**config.mk**
```make
export PLATFORM = sky130hd
export DESIGN_NAME = fetch_ctrl
export DESIGN_NICKNAME = d
export VERILOG_FILES = /design/src/rtl/fetch_ctrl.sv
export SDC_FILE = /design/constraint.sdc
export NUM_CORES = 1
export LEC_CHECK = 0
export BUFFER_PORTS_ARGS = -buffer_cell sky130_fd_sc_hd__buf_4
export CORE_MARGIN = 2
export CORE_UTILIZATION = 56
export CTS_BUF_LIST = sky130_fd_sc_hd__clkbuf_2 sky130_fd_sc_hd__clkbuf_4 sky130_fd_sc_hd__clkbuf_8
export CTS_CLUSTER_DIAMETER = 100
export CTS_CLUSTER_SIZE = 16
export DETAILED_ROUTE_END_ITERATION = 6
export MAX_ROUTING_LAYER = met4
export PLACE_DENSITY = 0.93
export SKIP_LAST_GASP = 1
export SYNTH_ARGS = -nofsm -noshare
export SYNTH_HDL_FRONTEND = slang
export SYNTH_SLANG_ARGS = --single-unit
```
**constraint.sdc**
```tcl
create_clock -name clk -period 9.1 [get_ports clk]
set_input_delay 1.365 -clock clk [delete_from_list [all_inputs] [get_ports clk]]
set_output_delay 1.365 -clock clk [all_outputs]
set_load 0.03 [all_outputs]
```
**src/rtl/fetch_ctrl.sv**
```systemverilog
// rtl/fetch_ctrl.sv - instruction-fetch sequencer with PC, 2-entry fetch buffer, redirect and halt
//
// Owns the program counter and addresses the combinational instruction memory.
// Fetched words enter a 2-entry buffer whose head is offered to decode over a
// valid/ready handshake.
//
// Optional feature macro: FETCH_PERF_CNT_EN (adds fetch_cnt, a saturating count
// of accepted handshakes).
//
// Ports:
//   clk, rst        clock, synchronous active-high reset
//   imem_addr       word address to instruction memory ({2'b00, pc[AW-1:2]})
//   imem_data       instruction word for imem_addr, same cycle
//   instr, instr_pc head instruction and its byte PC
//   instr_valid     buffer non-empty
//   instr_ready     decode accepts the head this cycle
//   redirect_valid  taken branch/jump; redirect_pc is the byte target
//   halt_req        level request to stop fetching
//   halted          in HALT with an empty buffer
//   misalign_err    1-cycle pulse after a redirect to a non-word-aligned target
//   fetch_cnt       (FETCH_PERF_CNT_EN only) accepted handshake count

module fetch_ctrl #(
    parameter int unsigned           ADDR_WIDTH = 32,
    parameter int unsigned           DATA_WIDTH = 32,
    parameter logic [ADDR_WIDTH-1:0] RESET_PC   = 32'h0000_0000
) (
    input  logic                  clk,
    input  logic                  rst,
    output logic [ADDR_WIDTH-1:0] imem_addr,
    input  logic [DATA_WIDTH-1:0] imem_data,
    output logic [DATA_WIDTH-1:0] instr,
    output logic [ADDR_WIDTH-1:0] instr_pc,
    output logic                  instr_valid,
    input  logic                  instr_ready,
    input  logic                  redirect_valid,
    input  logic [ADDR_WIDTH-1:0] redirect_pc,
    input  logic                  halt_req,
    output logic                  halted,
    output logic                  misalign_err
`ifdef FETCH_PERF_CNT_EN
    ,
    output logic [31:0]           fetch_cnt
`endif
);

    typedef enum logic [1:0] {
        ST_IDLE = 2'd0,
        ST_RUN  = 2'd1,
        ST_HALT = 2'd2
    } state_t;

    state_t                  state_q, state_d;
    logic [ADDR_WIDTH-1:0]   pc_q, pc_d;
    logic [1:0]              count_q, count_d;
    logic [DATA_WIDTH-1:0]   buf_data_q [2];
    logic [ADDR_WIDTH-1:0]   buf_pc_q   [2];
    logic                    halted_q;
    logic                    misalign_q;

    logic                    redirect;
    logic                    pop;
    logic                    push;
    logic                    wr_slot;

    assign imem_addr    = {2'b00, pc_q[ADDR_WIDTH-1:2]};
    assign instr        = buf_data_q[0];
    assign instr_pc     = buf_pc_q[0];
    assign instr_valid  = (count_q != 2'd0);
    assign halted       = halted_q;
    assign misalign_err = misalign_q;

    always_comb begin
        // A redirect arriving while still in IDLE is dropped entirely.
        redirect = redirect_valid && (state_q != ST_IDLE);
        // Any redirect_valid blocks the pop, even the ignored IDLE one
        // (the buffer is always empty in IDLE, so this is moot there).
        pop      = instr_valid && instr_ready && !redirect_valid;
        // A full buffer can still accept a word when the head leaves this cycle.
        push     = (state_q == ST_RUN) && !redirect_valid && !halt_req &&
                   ((count_q < 2'd2) || pop);
        // Tail slot after any shift caused by the pop.
        wr_slot  = (count_q == 2'd2) || ((count_q == 2'd1) && !pop);

        state_d = state_q;
        case (state_q)
            ST_IDLE: state_d = ST_RUN;
            ST_RUN:  if (!redirect_valid && halt_req) state_d = ST_HALT;
            ST_HALT: if (redirect_valid) state_d = ST_RUN;
            default: state_d = ST_IDLE;
        endcase

        pc_d = pc_q;
        if (redirect) begin
            pc_d = {redirect_pc[ADDR_WIDTH-1:2], 2'b00};
        end else if (push) begin
            pc_d = pc_q + ADDR_WIDTH'(4);
        end

        count_d = count_q;
        if (redirect) begin
            count_d = 2'd0;
        end else if (push && !pop) begin
            count_d = count_q + 2'd1;
        end else if (pop && !push) begin
            count_d = count_q - 2'd1;
        end
    end

    always_ff @(posedge clk) begin
        if (rst) begin
            state_q       <= ST_IDLE;
            pc_q          <= RESET_PC;
            count_q       <= 2'd0;
            buf_data_q[0] <= '0;
            buf_data_q[1] <= '0;
            buf_pc_q[0]   <= '0;
            buf_pc_q[1]   <= '0;
            halted_q      <= 1'b0;
            misalign_q    <= 1'b0;
        end else begin
            state_q    <= state_d;
            pc_q       <= pc_d;
            count_q    <= count_d;
            halted_q   <= (state_d == ST_HALT) && (count_d == 2'd0);
            misalign_q <= redirect && (redirect_pc[1:0] != 2'b00);

            // Head always lives in slot 0; popping a full buffer shifts slot 1 up.
            // Popping the last entry leaves slot 0 untouched so instr/instr_pc
            // keep showing the last value while the buffer is empty.
            if (pop && (count_q == 2'd2)) begin
                buf_data_q[0] <= buf_data_q[1];
                buf_pc_q[0]   <= buf_pc_q[1];
            end
            if (push) begin
                if (wr_slot) begin
                    buf_data_q[1] <= imem_data;
                    buf_pc_q[1]   <= pc_q;
                end else begin
                    buf_data_q[0] <= imem_data;
                    buf_pc_q[0]   <= pc_q;
                end
            end
        end
    end

`ifdef FETCH_PERF_CNT_EN
    logic [31:0] fetch_cnt_q;

    assign fetch_cnt = fetch_cnt_q;

    // Counts accepted handshakes only; flushed entries were never popped.
    always_ff @(posedge clk) begin
        if (rst) begin
            fetch_cnt_q <= 32'd0;
        end else if (pop && (fetch_cnt_q != 32'hFFFF_FFFF)) begin
            fetch_cnt_q <= fetch_cnt_q + 32'd1;
        end
    end
`endif

endmodule

```
Word level (Yosys, flattened, before mapping)

Memories as Yosys holds them, arrays and structs flattened.
Index checks and enable logic that the tools add are counted.

Bitwise logic cells: 6
Muxes and demuxes: 27
Reductions and logical operators: 26
Equal/unequal tests: 5
$lt $le $gt $ge: 1
Add/subtract/negate cells: 3

Operators by type and width:

| cell                                                                  | number |
|---|---|
| 32-bit two-way mux                                                    | 8 |
| 32-bit by 3-bit adder with 32-bit output, second input constant       | 1 |
| 1-bit logical AND                                                     | 13 |
| 1-bit two-way mux                                                     | 13 |
| 2-bit two-way mux                                                     | 5 |
| 2-bit nonzero test                                                    | 4 |
| 2-bit equality test, second input constant                            | 3 |
| 1-bit bitwise OR                                                      | 6 |
| 2-bit case mux with 3 select lines                                    | 1 |
| 2-bit by 1-bit equality test with 1-bit output, second input constant | 2 |
| 1-bit logical NOT                                                     | 4 |
| 2-bit logical NOT                                                     | 2 |
| 2-bit by 1-bit adder with 2-bit output, second input constant         | 1 |
| 1-bit logical OR                                                      | 2 |
| 2-bit less-than comparator, second input constant                     | 1 |
| 2-bit OR reduction                                                    | 1 |
| 2-bit by 1-bit subtractor with 2-bit output, second input constant    | 1 |

RAM bits: 128
Output and inout bits: 99
Memories: 2
Logic and storage cells: 76
Register bits: 38

Memories:

| name       | words | width | read ports | clocked after Yosys merged registers in | write ports | line | text |
|---|---|---|---|---|---|---|---|
| buf_data_q | 2     | 32    | 2          | 0                                       | 2           | 56   | `logic [DATA_WIDTH-1:0] buf_data_q [2];` |
| buf_pc_q   | 2     | 32    | 2          | 0                                       | 2           | 57   | `logic [ADDR_WIDTH-1:0] buf_pc_q [2];` |

Longest topological paths before layout

Gate-level depths: netlist (run 1).

Word-level depth: 12
Gate-level depth with buffers: 9
Gate-level depth less buffers: 6

Least setup slack after synthesis (run 1)

OpenSTA, ideal clock, no wires.

Path kind: input to register
Start: input port redirect_valid
End: memory buf_data_q[1][0] (enable)
Library setup time: 0.568 ns
Stages: 6
Setup slack: 1.703 ns
Data arrival time: 6.829 ns
Path through: buf_2 nor4b_4 o21ai_1 clkbuf_1 clkbuf_1 o21ai_0

RTL lines:

| item            | line | text |
|---|---|---|
| start, declared | 36   | `input logic redirect_valid,` |
| end, declared   | 56   |  |

==> results.tsv, run 1 <==
metric	value	unit
status	completed	
share of layout cells above drive strength 1	30.0	%
fin nets	771	
count of final setup violators	0	
fin cells	879	
Cells after Synth	554	
Worst Skew	0.0111	ns
Cell variety after synth	51	
Primary FF master, synth	edfxtp_1	
DRT Pass-1 Iters	7	
Final Cycle Share	41.5	%
Worst-Skew Late Latency	0.45	ns
global placer's final weighted congestion	0.873	
top post-synthesis cells by count	edfxtp_1 (124), a22o_1 (62), and2_1 (57), dfxtp_1 (36), clkbuf_1 (30)	
Die X	116	microns
Worst Setup End Kind	register	
CP Class	primary input to register	
sequential area share after synthesis	63.5	%
Critical Path RT	9.18	ns
H-tree depth	4	
row count	40	
Starting Density	57.8	%
Clock Path Buffers	2	
DR vias/cell	6.15	
Total GRT Usage	25.4	%
#FFs+latches synth	160	
dpl ws	4.89	ns
pin count of the biggest net entering global routing	114	
Pleak	3.32	nW
Power Dens Cells	181	nW/um^2
initial antenna violation count	0	
Routed WL per cell	18.8	microns
Max IR drop VDD	0.114	mV
diode count	0	
Clock Sinks	160	
Ys Warns	0	
Fmax	265	MHz
CTS tree	built	
slew margin rel.	22.9	%
syn avg cell area	12.6	sq um
Resized Gates After CTS	0	
IO Count	168	
max-cap viol count	0	
max-slew violation count	0	
Remaining Overflow, GRT	0	
1st-iter DRT viols	753	
Arrival @ worst endpoint	3.86	ns
ranking of synthesized cells by area	edfxtp_1 (53%), dfxtp_1 (10%), a22o_1 (7.8%), and2_1 (5.1%), or4_1 (1.8%)	
Clock transition at path regs	0.08	ns
CP Launch Type	primary input	
most common cell in the netlist	edfxtp_1	
total CTS buffers	17	
post-CTS setup buffers	0	
DIE AREA	13400	sq um
Hold Crit Class	register to register	
crit path max fanout	63	
Async SR Flop Fraction	0	%
hold buffers post-CTS	0	
final wirelength	16500	microns
Root Buffer	clkbuf_8	
Worst Setup Slack, final	5.32	ns
Final Hold Vio Count	0	
Slowest cell on crit path	buf_4	
setup tns final	0	ns
vias in the first global route	4982	
Area growth, synth to finish	24.3	%
RSZ-0062 raised after global routing	no	
Chip Height	116	microns
core box area	12100	sq um
first-pass GRT wire length	25400	microns
Worst Max-Slew Pin Slew	1.15	ns
Cells after DPL	847	
CP Cell Sequence	buf_4 > nor3b_1 > nor2_1 > nor4_4 > buf_4 > a211o_2 > buf_4	
antenna-violating nets left	0	
Most Frequent Cell on Critical Path	buf_4	
crit-path max cell delay	0.62	ns
drt drc	0	
top-area cell type share of the netlist area	53.2	%
minimum clock period	3.78	ns
mapped cell area	7000	sq um
port bufs	163	
area leader, netlist	edfxtp_1	
detailed placement HPWL	10700	microns
Post-synth EDFFs	124	
via count	5405	
flip-flops by register name, indices dropped and copies added, names as in the netlist:
name / flops
state_q: 2
buf_pc_q: 60
misalign_err: 1
pc_q: 30
halted: 1
buf_data_q: 64
count_q: 2
area by class of cell:
| type | instances | area, sq um |
|---|---|---|
| fill | 818 | 3410 |
| inverter | 12 | 45.0 |
| multi-input combinational | 340 | 2350 |
| clock inverter | 15 | 170 |
| timing repair buffer | 167 | 1250 |
| sequential | 160 | 4440 |
| clock buffer | 17 | 234 |
| tap | 168 | 210 |
metrics by stage:
step,power (W),util [%],cell area (sq um),hold slack (ns)
finish,0.00157,71.9,8700,0.535
floorplan,0.000974,-,7010,0.512
CTS,0.00158,71.9,8700,0.537
global placement,0.00105,68.5,8300,0.515
detailed placement,0.00106,68.5,8300,0.518
global route,0.00162,71.9,8700,0.553
worst max-delay path, delay by kind of cell:
family                 cells  cell delay (ns)
buffers and inverters      3             1.35
and+or+nand+nor            3             0.85
AOI/OAI and AO/OA          1             0.21
report_power, final:
part	switching (W)	internal [W]	leakage (nW)
combinational	0.000121	0.0000708	1.56
sequential	0.0000312	0.000823	1.58
clock	0.000259	0.000268	0.185
total	0.000411	0.00116	3.32
worst paths after layout:
check / from / to / slack [ns] / depth (start not counted)
setup / recovery: redirect_valid / buf_pc_q[0][29] / 5.32 / 7
hold / removal: buf_data_q[1][9] / buf_data_q[0][9] / 0.53 / 1
setup reg to reg: count_q[1] / buf_pc_q[0][29] / 5.52 / 8
hold reg to reg: buf_data_q[1][9] / buf_data_q[0][9] / 0.53 / 1
logic make-up after synthesis:
| group | Yosys count | share of synthesized area (%) |
|---|---|---|
| other | 1 | 0.0536 |
| muxes | 1 | 0.143 |
| and+or+nand+nor | 180 | 15.5 |
| adders and majority gates | 4 | 0.715 |
| buffers and inverters | 57 | 3.56 |
| AOI/OAI and AO/OA | 151 | 16.5 |
| DFF | 160 | 63.5 |
per-layer routing:
layer  vias to the layer above  track usage (%)  wire [microns]
li1                       2459                -               -
met1                      2605             31.9            6830
met2                       308             41.8            8150
met3                        33             4.34            1230
met4                         0             9.37             296
met5                         -                -               0
layout by cell type, fill, tap and decap left out, drive strengths merged, types with 17 or more instances in the layout:
cell,count
a22o,62
a31oi,19
and2,57
buf,167
clkbuf,17
dfxtp,36
edfxtp,124
nand2,19
nand3,25
o21ai,24
or4,17
Power figures use the tool's default switching activity.
==> inputs of run 2 (changes only) <==
--- a/config.mk
+++ b/config.mk
@@ -5,6 +5,7 @@
 export SDC_FILE = /design/constraint.sdc
 export NUM_CORES = 1
 export LEC_CHECK = 0
+export ABC_AREA = 1
 export BUFFER_PORTS_ARGS = -buffer_cell sky130_fd_sc_hd__buf_4
 export CORE_MARGIN = 2
 export CORE_UTILIZATION = 56
@@ -13,7 +14,7 @@
 export CTS_CLUSTER_SIZE = 16
 export DETAILED_ROUTE_END_ITERATION = 6
 export MAX_ROUTING_LAYER = met4
-export PLACE_DENSITY = 0.93
+export PLACE_DENSITY = 0.92
 export SKIP_LAST_GASP = 1
 export SYNTH_ARGS = -nofsm -noshare
 export SYNTH_HDL_FRONTEND = slang
==> constraint.sdc (replaced) <==
create_clock -name clk -period 3.85 [get_ports clk]
set_input_delay 0.5775 -clock clk [delete_from_list [all_inputs] [get_ports clk]]
set_output_delay 0.5775 -clock clk [all_outputs]
set_load 0.03 [all_outputs]
==> results.tsv, run 2 <==
metric	value	unit
Slowest cell on crit path	buf_4	
drt drc	0	
Worst Hold Depth	3	
Cells after DPL	1139	
max reg flops	64	
DRT Pass-1 Iters	6	
Power Dens Cells	413	nW/um^2
depth of the most critical reg-to-reg path	8	
CP Launch Type	register	
Final Cycle Share	71.7	%
Gate power share	12.3	%
reg-to-reg endpoint	buf_pc_q[1][16]	
antenna-violating nets left	0	
total CTS buffers	17	
WHS Endpoint	misalign_err	
row count	41	
sequential area share after synthesis	60.5	%
crit-path max cell delay	0.66	ns
Max IR drop VDD	0.207	mV
clock share of power	34.8	%
top post-synthesis cells by count	nand2_1 (216), nor2_1 (144), edfxtp_1 (124), inv_1 (92), o21ai_0 (71)	
Total GRT Usage	26.8	%
Worst R2R Setup Slack	1.09	ns
IO Count	168	
top-area cell type share of the netlist area	50.7	%
switching share of power	25.2	%
Clock Path Buffers	2	
Remaining Overflow, GRT	0	
syn avg cell area	8.83	sq um
1st-iter DRT viols	929	
Resized Gates After CTS	0	
Worst Max-Slew Pin Slew	0.865	ns
Pleak	3.75	nW
Worst Skew	0.00994	ns
Die X	119	microns
vias in the first global route	6015	
detailed placement HPWL	12400	microns
Cell variety after synth	29	
via count	6290	
CTS tree	built	
area leader, netlist	edfxtp_1	
Starting Density	57.7	%
mapped cell area	7350	sq um
setup tns final	0	ns
diode count	0	
initial antenna violation count	0	
r2r startpoint	count_q[1]	
Fmax	362	MHz
crit path max fanout	62	
DIE AREA	14100	sq um
minimum clock period	2.76	ns
hold buffers post-CTS	0	
Reg power frac	52.9	%
most common cell in the netlist	nand2_1	
Chip Height	119	microns
NetSw	0.000950	W
status	completed	
Post-synth EDFFs	124	
CP Class	register to register	
Root Buffer	clkbuf_8	
CP Cell Sequence	inv_1 > ha_1 > inv_1 > nand3_2 > nand2_1 > nand2_1 > o21ai_4 > buf_4	
count of final setup violators	0	
port bufs	163	
Arrival @ worst endpoint	2.84	ns
max-cap viol count	0	
slew margin rel.	42.4	%
CP Launch Point	count_q[1]	
P_int	0.00282	W
commonest non-fill, non-tap cell in the layout	nand2_1	
Worst Setup End Kind	register	
first-pass GRT wire length	28900	microns
pin count of the biggest net entering global routing	63	
RSZ-0062 raised after global routing	no	
Primary FF master, synth	edfxtp_1	
global placer's final weighted congestion	0.963	
biggest regs	buf_data_q: 64 flops, buf_pc_q: 60 flops, pc_q: 30 flops	
Critical Path RT	3.93	ns
fin cells	1171	
Ys Warns	0	
ranking of synthesized cells by area	edfxtp_1 (51%), nand2_1 (11%), dfxtp_1 (9.8%), nor2_1 (7.4%), o21ai_0 (4.8%)	
Routed WL per cell	15.3	microns
hold path startpoint	redirect_pc[0]	
Worst-Skew Late Latency	0.46	ns
Cells after Synth	832	
Clock Sinks	160	
highest-count cells in the layout ignoring fill and taps	nand2_1 (215), buf_4 (167), nor2_1 (144), edfxtp_1 (124), inv_1 (92)	
#FFs+latches synth	160	
Hold Crit Class	primary input to register	
max-slew violation count	0	
Async SR Flop Fraction	0	%
final wirelength	18000	microns
DR vias/cell	5.37	
post-CTS setup buffers	0	
core box area	12700	sq um
fin nets	1059	
H-tree depth	4	
Most flops, register	buf_data_q	
share of layout cells above drive strength 1	21.5	%
Final Hold Vio Count	0	
Area growth, synth to finish	24.2	%
Clock transition at path regs	0.09	ns
==> run 2: changes by cell type after synthesis, sizes merged, moves of 13 or more <==
cell and delta:
inv +85, clkbuf -17, and2 -57, nand2 +200
o21ai +51, or4 -17, a21oi +17, nor2 +132
a22o -62, a31oi -13, o31ai -13, nand3 +22
==> run 2: final cells by class <==
type	count	area [sq um]
fillers	953	3600
clock buffers	20	256
multi-input cells	542	2400
inverters	97	364
clock inverters	12	166
well taps	172	215
flip-flops and latches	160	4440
repair buffers	168	1270
==> run 2: how the worst max path moves through the flow <==
| stage | end | slack (ns) | depth (start not counted) |
|---|---|---|---|
| floorplan | buf_data_q[0][0] | 0.05 | 10 |
| global placement | buf_data_q[0][19] | 1.14 | 6 |
| detailed placement | buf_data_q[0][19] | 1.08 | 6 |
| CTS | buf_data_q[1][16] | 1.11 | 8 |
| global route | buf_data_q[0][15] | 0.94 | 9 |
| finish | buf_pc_q[1][16] | 1.09 | 8 |
==> run 2: power by group through the flow <==
stage                     clock network [W]  logic [W]  registers [W]
after global placement                    0   0.000451        0.00203
after global routing                0.00140   0.000497        0.00200
after detailed placement                  0   0.000460        0.00203
after floorplan                           0   0.000165        0.00213
final                               0.00131   0.000462        0.00199
after CTS                           0.00132   0.000461        0.00199
==> run 2: worst max-delay path, delay by kind of cell (launching register included) <==
kind	cells	cell delay, ns
compound gates	1	0.25
fa+ha+maj	1	0.20
buf+inv	3	0.87
flops	1	0.43
simple gates	3	0.60
==> run 2: routing by layer <==
layer / track usage (%) / routed length, microns
met2: 42.3 / 8790
met4: 10.2 / 295
met3: 5.41 / 1580
met5: - / 0
met1: 34.3 / 7280
==> run 2: metrics by stage <==
| step | power (W) | util (%) | hold slack (ns) | cell area (sq um) | worst slack [ns] |
|---|---|---|---|---|---|
| global route | 0.00389 | 71.7 | 0.388 | 9120 | 0.939 |
| finish | 0.00377 | 71.7 | 0.361 | 9120 | 1.09 |
| detailed placement | 0.00249 | 68.4 | 0.510 | 8700 | 1.08 |
| global placement | 0.00248 | 68.4 | 0.503 | 8700 | 1.14 |
| floorplan | 0.00229 | - | 0.500 | 7360 | 0.0474 |
| CTS | 0.00377 | 71.7 | 0.353 | 9120 | 1.11 |
==> run 2: kinds of logic (layout without fill, tap and decap cells) <==
logic type	count (synthesis)	in the layout	share of synthesized area [%]
other cells	1	4	0.0510
compound gates	111	111	8.45
flops	160	160	60.5
buf+inv	133	297	7.32
simple gates	421	421	22.8
xor+xnor	2	2	0.238
fa+ha+maj	4	4	0.681
